File: config.mk
export PLATFORM = sky130hd
export DESIGN_NAME = comparator_scan_injector
export DESIGN_NICKNAME = d
export VERILOG_FILES = /design/src/rtl/comparator_injector_pkg.sv /design/src/rtl/comparator_scan_injector_sat_counter.sv /design/src/rtl/comparator_scan_injector.sv
export SDC_FILE = /design/constraint.sdc
export NUM_CORES = 1
export LEC_CHECK = 0
export ABC_AREA = 0
export CAP_MARGIN = 10
export CORE_AREA = 2 2 131 133
export DETAILED_ROUTE_END_ITERATION = 10
export DIE_AREA = 0 0 133 135
export PLACE_DENSITY = 0.78
export SKIP_CTS_REPAIR_TIMING = 1
export SYNTH_ARGS = -nofsm -noshare
export SYNTH_HDL_FRONTEND = slang
export SYNTH_SLANG_ARGS = --single-unit
File: constraint.sdc
create_clock -name clock -period 4.05 [get_ports clock]
set_clock_uncertainty 0.15 [all_clocks]
set_input_delay 1.215 -clock clock [delete_from_list [all_inputs] [get_ports clock]]
set_output_delay 1.215 -clock clock [all_outputs]
set_load 0.02 [all_outputs]
File: src/rtl/comparator_injector_pkg.sv
// Shared definitions for the comparator scan injector: FSM state codes,
// default timing parameters and the halfstrip-to-strip reduction.
package comparator_injector_pkg;

  localparam int TIMEOUT_DEF  = 20;
  localparam int DEBOUNCE_DEF = 8;

  // Widest halfstrip bus the strip helper accepts; narrower buses are
  // zero-extended by the caller.
  localparam int MAX_HS = 256;

  localparam logic [2:0] ST_IDLE    = 3'd0;
  localparam logic [2:0] ST_PULSING = 3'd1;
  localparam logic [2:0] ST_DELAY   = 3'd2;
  localparam logic [2:0] ST_READOUT = 3'd3;
  localparam logic [2:0] ST_CHECK   = 3'd4;
  localparam logic [2:0] ST_DONE    = 3'd5;

  // A strip is hit when either of its two halfstrips is hit.
  function automatic logic [MAX_HS/2-1:0] strip_reduce(input logic [MAX_HS-1:0] hs);
    logic [MAX_HS/2-1:0] s;
    s = '0;
    for (int i = 0; i < MAX_HS/2; i++) s[i] = hs[2*i] | hs[2*i+1];
    return s;
  endfunction

endpackage

File: src/rtl/comparator_scan_injector_sat_counter.sv
// Saturating up-counter with synchronous clear; clear wins over increment.
module sat_counter #(
  parameter int CNT_W = 16
) (
  input  logic             clock,
  input  logic             rst_n,
  input  logic             clear,
  input  logic             increment,
  output logic [CNT_W-1:0] value
);

  // Count up to all-ones and hold there until cleared.
  always_ff @(posedge clock) begin
    if (!rst_n)                          value <= '0;
    else if (clear)                      value <= '0;
    else if (increment && value != '1)   value <= value + CNT_W'(1);
  end

endmodule

File: src/rtl/comparator_scan_injector.sv
// Comparator scan injector: pulses each halfstrip of a programmable range
// num_pulses times, checks the triad-decoded response of every pulse and
// keeps saturating error counters plus a per-point error summary.
module comparator_scan_injector
  import comparator_injector_pkg::*;
#(
  parameter  int NHS      = 32,
  parameter  int CNT_W    = 16,
  parameter  int NP_W     = 12,
  parameter  int TIMEOUT  = TIMEOUT_DEF,
  parameter  int DEBOUNCE = DEBOUNCE_DEF,
  localparam int HSW      = $clog2(NHS)
) (
  input  logic             clock,
  input  logic             rst_n,
  input  logic             fire_pulse,
  input  logic             scan_en,
  input  logic [HSW-1:0]   hs_first,
  input  logic [HSW-1:0]   hs_last,
  input  logic             halfstrip_mask_en,
  input  logic [NP_W-1:0]  num_pulses,
  input  logic [3:0]       pulse_width,
  input  logic [3:0]       bx_delay,
  input  logic             compin_inject,
  input  logic [NHS-1:0]   halfstrips,
  input  logic             compout,
  input  logic             compout_expect,
  input  logic             thresholds_errcnt_rst,
  input  logic             offsets_errcnt_rst,
  input  logic             compout_errcnt_rst,
  output logic             pulse_en,
  output logic             compin,
  output logic             pulser_ready,
  output logic             scan_done,
  output logic [HSW-1:0]   active_hs,
  output logic             point_done,
  output logic [NP_W-1:0]  point_errs,
  output logic [NHS-1:0]   halfstrips_last,
  output logic             compout_last,
  output logic [CNT_W-1:0] thresholds_errcnt,
  output logic [CNT_W-1:0] offsets_errcnt,
  output logic [CNT_W-1:0] compout_errcnt
);

  // Phase timer must cover both 4-bit programmable phases and the readout window.
  localparam int TW = $clog2(TIMEOUT + 16);

  // ---------------------------------------------------------------------
  // Start request conditioning
  // ---------------------------------------------------------------------
  logic                fire_meta, fire_sync;
  logic [DEBOUNCE-1:0] deb;
  logic                fire, fire_q, fire_rise;

  assign fire      = &deb;
  assign fire_rise = fire & ~fire_q;

  // Two-flop synchroniser, debounce shift register and edge detector.
  always_ff @(posedge clock) begin
    if (!rst_n) begin
      fire_meta <= 1'b0;
      fire_sync <= 1'b0;
      deb       <= '0;
      fire_q    <= 1'b0;
    end else begin
      fire_meta <= fire_pulse;
      fire_sync <= fire_meta;
      deb       <= (deb << 1) | DEBOUNCE'(fire_sync);
      fire_q    <= fire;
    end
  end

  // ---------------------------------------------------------------------
  // Response evaluation
  // ---------------------------------------------------------------------
  logic [2:0]            state;
  logic [TW-1:0]         timer;
  logic [NP_W-1:0]       pulse_cnt, np_q;
  logic [HSW-1:0]        last_q;
  logic                  scan_q;
  logic                  ready_q;
  logic                  err_thr, err_off, err_cmp;

  logic                  trigger;
  logic [NHS-1:0]        exp_mask;
  logic [MAX_HS-1:0]     hs_ext, exp_ext;
  logic                  thr_now, off_now, cmp_now, any_err_now;
  logic                  timeout_hit, readout_exit;
  logic                  point_last, step, point_start;
  logic [NP_W-1:0]       np_eff;

  assign trigger  = (|halfstrips) | compout;
  assign exp_mask = NHS'(halfstrip_mask_en) << active_hs;
  assign hs_ext   = MAX_HS'(halfstrips);
  assign exp_ext  = MAX_HS'(exp_mask);
  assign np_eff   = (num_pulses == '0) ? NP_W'(1) : num_pulses;

  // Per-pulse verdicts and FSM decision terms.
  always_comb begin
    thr_now      = strip_reduce(hs_ext) != strip_reduce(exp_ext);
    off_now      = halfstrips != exp_mask;
    cmp_now      = compout != compout_expect;
    // A lost pulse counts as an error on every verdict.
    any_err_now  = ~trigger | thr_now | off_now | cmp_now;
    timeout_hit  = timer == TW'(TIMEOUT - 1);
    readout_exit = (state == ST_READOUT) && (trigger || timeout_hit);
    point_last   = (state == ST_CHECK) && (pulse_cnt >= np_q);
    step         = point_last && scan_q && (active_hs < last_q);
    point_start  = ((state == ST_IDLE) && fire_rise) || step;
  end

  // ---------------------------------------------------------------------
  // Sequencer
  // ---------------------------------------------------------------------
  // Pulse/delay/readout/check sequence with automatic halfstrip stepping.
  always_ff @(posedge clock) begin
    if (!rst_n) begin
      state     <= ST_IDLE;
      timer     <= '0;
      pulse_cnt <= '0;
      np_q      <= '0;
      last_q    <= '0;
      scan_q    <= 1'b0;
      active_hs <= '0;
      err_thr   <= 1'b0;
      err_off   <= 1'b0;
      err_cmp   <= 1'b0;
    end else begin
      timer <= timer + TW'(1);
      case (state)
        ST_IDLE: begin
          if (fire_rise) begin
            state     <= ST_PULSING;
            timer     <= '0;
            active_hs <= hs_first;
            last_q    <= hs_last;
            scan_q    <= scan_en;
            np_q      <= np_eff;
            pulse_cnt <= NP_W'(1);
          end
        end
        ST_PULSING: begin
          if (timer == TW'(pulse_width)) begin
            state <= ST_DELAY;
            timer <= '0;
          end
        end
        ST_DELAY: begin
          if (timer == TW'(bx_delay)) begin
            state <= ST_READOUT;
            timer <= '0;
          end
        end
        ST_READOUT: begin
          if (readout_exit) begin
            state   <= ST_CHECK;
            err_thr <= ~trigger | thr_now;
            err_off <= ~trigger | off_now;
            err_cmp <= ~trigger | cmp_now;
          end
        end
        ST_CHECK: begin
          timer <= '0;
          if (!point_last) begin
            state     <= ST_PULSING;
            pulse_cnt <= pulse_cnt + NP_W'(1);
          end else if (step) begin
            state     <= ST_PULSING;
            active_hs <= active_hs + HSW'(1);
            pulse_cnt <= NP_W'(1);
          end else begin
            state <= ST_DONE;
          end
        end
        ST_DONE:  state <= ST_IDLE;
        default:  state <= ST_IDLE;
      endcase
    end
  end

  // Ready is held low through the reset cycle so every output starts at 0.
  always_ff @(posedge clock) begin
    if (!rst_n) ready_q <= 1'b0;
    else        ready_q <= 1'b1;
  end

  // Capture the most recent triggered response regardless of state.
  always_ff @(posedge clock) begin
    if (!rst_n) begin
      halfstrips_last <= '0;
      compout_last    <= 1'b0;
    end else if (trigger) begin
      halfstrips_last <= halfstrips;
      compout_last    <= compout;
    end
  end

  assign pulse_en     = state == ST_PULSING;
  assign compin       = (state == ST_PULSING) & compin_inject;
  assign pulser_ready = ready_q & (state == ST_IDLE);
  assign scan_done    = state == ST_DONE;
  assign point_done   = point_last;

  // ---------------------------------------------------------------------
  // Error accounting
  // ---------------------------------------------------------------------
  // Verdicts latched at readout exit are counted during CHECK.
  sat_counter #(.CNT_W(CNT_W)) u_thr_cnt (
    .clock     (clock),
    .rst_n     (rst_n),
    .clear     (thresholds_errcnt_rst),
    .increment ((state == ST_CHECK) & err_thr),
    .value     (thresholds_errcnt)
  );

  sat_counter #(.CNT_W(CNT_W)) u_off_cnt (
    .clock     (clock),
    .rst_n     (rst_n),
    .clear     (offsets_errcnt_rst),
    .increment ((state == ST_CHECK) & err_off),
    .value     (offsets_errcnt)
  );

  sat_counter #(.CNT_W(CNT_W)) u_cmp_cnt (
    .clock     (clock),
    .rst_n     (rst_n),
    .clear     (compout_errcnt_rst),
    .increment ((state == ST_CHECK) & err_cmp),
    .value     (compout_errcnt)
  );

  // Counted at readout exit so the last pulse is included when point_done fires.
  sat_counter #(.CNT_W(NP_W)) u_point_cnt (
    .clock     (clock),
    .rst_n     (rst_n),
    .clear     (point_start),
    .increment (readout_exit & any_err_now),
    .value     (point_errs)
  );

endmodule

==> flow_summary.json <==
{
  "drtIter0Drc": 561,
  "r2r-start": "active_hs[2]",
  "combPwrFrac_pct": 9.0,
  "maxSlewHeadroom_pct": 36.7,
  "grt_pass1_wl_um": 37600,
  "p_int_w": 0.00263,
  "synth_seq_cells": 152,
  "yosysWarnings": 0,
  "yosys-top-cells-count": "nor2_1 (173), dfxtp_1 (152), a21oi_1 (79), nand2_1 (48), nand4_1 (42)",
  "final_hold_viol_count": 0,
  "synth_seq_area_share_pct": 37.3,
  "grt_max_degree": 38,
  "vias_per_cell": 5.62,
  "crit_type": "register to output pin",
  "ant_nets": 0,
  "drt-total-wl_um": 22800,
  "p_leak_nw": 4.06,
  "finalSetupViolations": 0,
  "vdd_ir_drop_max_v": 0.000307,
  "synth.area.top_cells": "dfxtp_1 (37%), nor2_1 (8.0%), a21oi_1 (4.8%), ha_1 (3.5%), xnor2_1 (3.4%)",
  "antenna_cells": 0,
  "syn_nets": 1100,
  "p_per_area_nw_per_um2": 315,
  "synth_cell_type_count": 73,
  "grt_pass1_vias": 7565,
  "drv_cap": 0,
  "postSynthAreaPerCell_um2": 8.14,
  "whs_path_depth": 1,
  "rr_worst_depth": 9,
  "dieArea_um2": 18000,
  "dp_hpwl_um": 17000,
  "io_buffer_count": 175,
  "regArea_um2": 3040,
  "nets": 1309,
  "path_max_fanout": 2,
  "holdWs_ns": 0.291,
  "clock_power_share_pct": 46.9,
  "synthArstFlopShare_pct": 0,
  "yosysTopAreaCell": "dfxtp_1",
  "drive_gt1_share_pct": 11.1,
  "p_seq_share_pct": 44.0,
  "dr.pass1.iters": 5,
  "stdcell_count": 1446,
  "rsz0062_at_grt": "no",
  "path_clk_slew_ns": 0.07,
  "grt_usage_pct": 25.7,
  "cts_sinks": 152,
  "p_sw_w": 0.000864,
  "gp_congestion": 0.969,
  "num-fill-cells": 1316,
  "status": "finished, final reports clean",
  "synthCells": 1004,
  "drcViolationCount": 0,
  "die_width_um": 133,
  "cts_tree": "done",
  "worst_pin_slew_ns": 0.948,
  "worst_r2r_endpoint": "u_point_cnt.value[10]",
  "hold_path_end": "fire_sync",
  "synth.top_cell.area_share_pct": 37.3,
  "worstSetupStartpointType": "register",
  "dieHeight_um": 135,
  "post_drt_wl_per_cell_um": 15.8,
  "insertion_delay_ns": 0.43,
  "place_inst": 1414,
  "io_pins": 176,
  "netlist_area_um2": 8170,
  "finalCriticalPeriod_ns": 3.83,
  "cp_data_arrival_time_ns": 2.47,
  "antenna_found_initial": 0,
  "ys.flop_type": "dfxtp_1",
  "row_count": 47,
  "core_area_um2": 16400,
  "overflow": 0,
  "finalCritPeriodShare_pct": 94.6,
  "vias": 8126,
  "p_sw_share_pct": 24.8,
  "synth-edff-count": 0,
  "cts_buffers": 17,
  "cts-htree-levels": 4,
  "multi_input_area_um2": 4770,
  "fmax_ghz": 0.261,
  "synthToLayoutAreaGrowth_pct": 35.6,
  "hold_start": "fire_meta",
  "hp-class": "register to register",
  "crit_required_ns": 2.68,
  "drv_slew": 0,
  "rrSetupSlack_ns": 0.65,
  "critPathCaptureType": "output pin",
  "clockRootBuffer": "clkbuf_16",
  "tns_ns": 0,
  "initial_core_util_pct": 49.8,
  "synth_most_common_cell": "nor2_1",
  "ctsLongestPathBuffers": 2
}
-- through the flow --
step | utilization, % | setup WS (ns) | total power, W | instance area (um^2)
3_5_place_dp | 63.8 | -0.0976 | 0.00188 | 10500
2_1_floorplan | - | 0.557 | 0.00169 | 8170
5_1_grt | 67.5 | 0.0714 | 0.00360 | 11100
4_1_cts | 67.5 | -0.291 | 0.00350 | 11100
6_report | 67.5 | 0.217 | 0.00349 | 11100
3_3_place_gp | 63.8 | -0.0868 | 0.00188 | 10500
-- how the worst max path moves through the flow --
| stage | start | to | slack [ns] | cells past startpoint |
|---|---|---|---|---|
| after floorplan | halfstrip_mask_en | u_point_cnt.value[1] | 0.56 | 11 |
| after global placement | halfstrip_mask_en | u_point_cnt.value[6] | -0.09 | 11 |
| after detailed placement | halfstrip_mask_en | u_point_cnt.value[5] | -0.1 | 12 |
| after CTS | pulse_cnt[0] | point_done | -0.29 | 8 |
| after global routing | pulse_cnt[0] | point_done | 0.07 | 8 |
| final | pulse_cnt[0] | point_done | 0.22 | 8 |
-- layout by cell type (no fill, tap or decap), types with 7 or more instances in the layout --
cell,Yosys,final
a21o_1,12,12
a21oi_1,79,79
a21oi_2,7,7
and2_1,17,17
and3_1,19,19
and4_1,9,9
buf_4,3,66
clkbuf_16,0,17
clkdlybuf4s50_1,0,174
dfxtp_1,152,152
ha_1,23,23
inv_1,31,31
mux2i_1,10,10
nand2_1,48,48
nand2b_1,16,16
nand3_1,40,40
nand4_1,42,42
nor2_1,173,173
nor2b_1,12,12
nor3_1,23,22
nor4_1,13,13
o211ai_1,8,8
o21a_1,8,8
o21ai_0,20,20
o21ai_2,7,7
o31ai_1,7,7
or3_1,13,13
or4_1,9,9
xnor2_1,32,32
xor2_1,30,30
-- cells by family (layout without fill, tap and decap cells) --
group,Yosys count,after routing,synth area share (%)
AND/OR/NAND/NOR,472,472,30.3
AO/OA/AOI/OAI,201,201,16.4
flip-flops,152,152,37.3
buffers and inverters,84,306,4.69
XOR/XNOR,62,62,6.65
adder cells (fa/ha/maj),23,23,3.52
multiplexers,10,10,1.23
-- worst max-delay path, cell delays in order (launching register included) --
cell and delay (ns):
dfxtp_1 0.33, inv_1 0.05, ha_1 0.27, nand2b_1 0.14, a21o_1 0.17, a211o_1 0.30, a221oi_2 0.34, o22ai_1 0.19
dlymetal6s2s_1 0.24
-- registers in the layout, indices dropped and copies added, names as in the netlist, 3 cells and up --
signal and cells:
pulse_cnt 12, deb 8, last_q 5, np_q 12, u_thr_cnt.value 16, u_point_cnt.value 12
u_off_cnt.value 16, halfstrips_last 32, state 3, timer 6, u_cmp_cnt.value 16, active_hs 5
-- power groups by stage --
stage          Combinational (W)  Clock, W  Sequential [W]
5_1_grt                 0.000339   0.00173         0.00154
4_1_cts                 0.000314   0.00166         0.00154
3_5_place_dp            0.000312         0         0.00157
2_1_floorplan           0.000102         0         0.00159
3_3_place_gp            0.000310         0         0.00157
6_report                0.000316   0.00164         0.00154
-- metal layers --
layer	track usage, %	vias to the layer above	routed length (um)
li1	-	4011	-
met3	4.99	29	1420
met2	41.1	285	10300
met4	7.47	0	310
met1	35.5	3801	10800
met5	0	-	0
-- area by class of cell --
type / count / share of cell area (%)
sequential: 152 / 27.5
multi-input combinational: 768 / 43.0
clock buffer: 18 / 3.97
tap: 220 / 2.49
timing repair buffer: 242 / 20.5
inverter: 32 / 1.08
clock inverter: 14 / 1.46
Note: power is estimated with default switching activity, not from simulation.
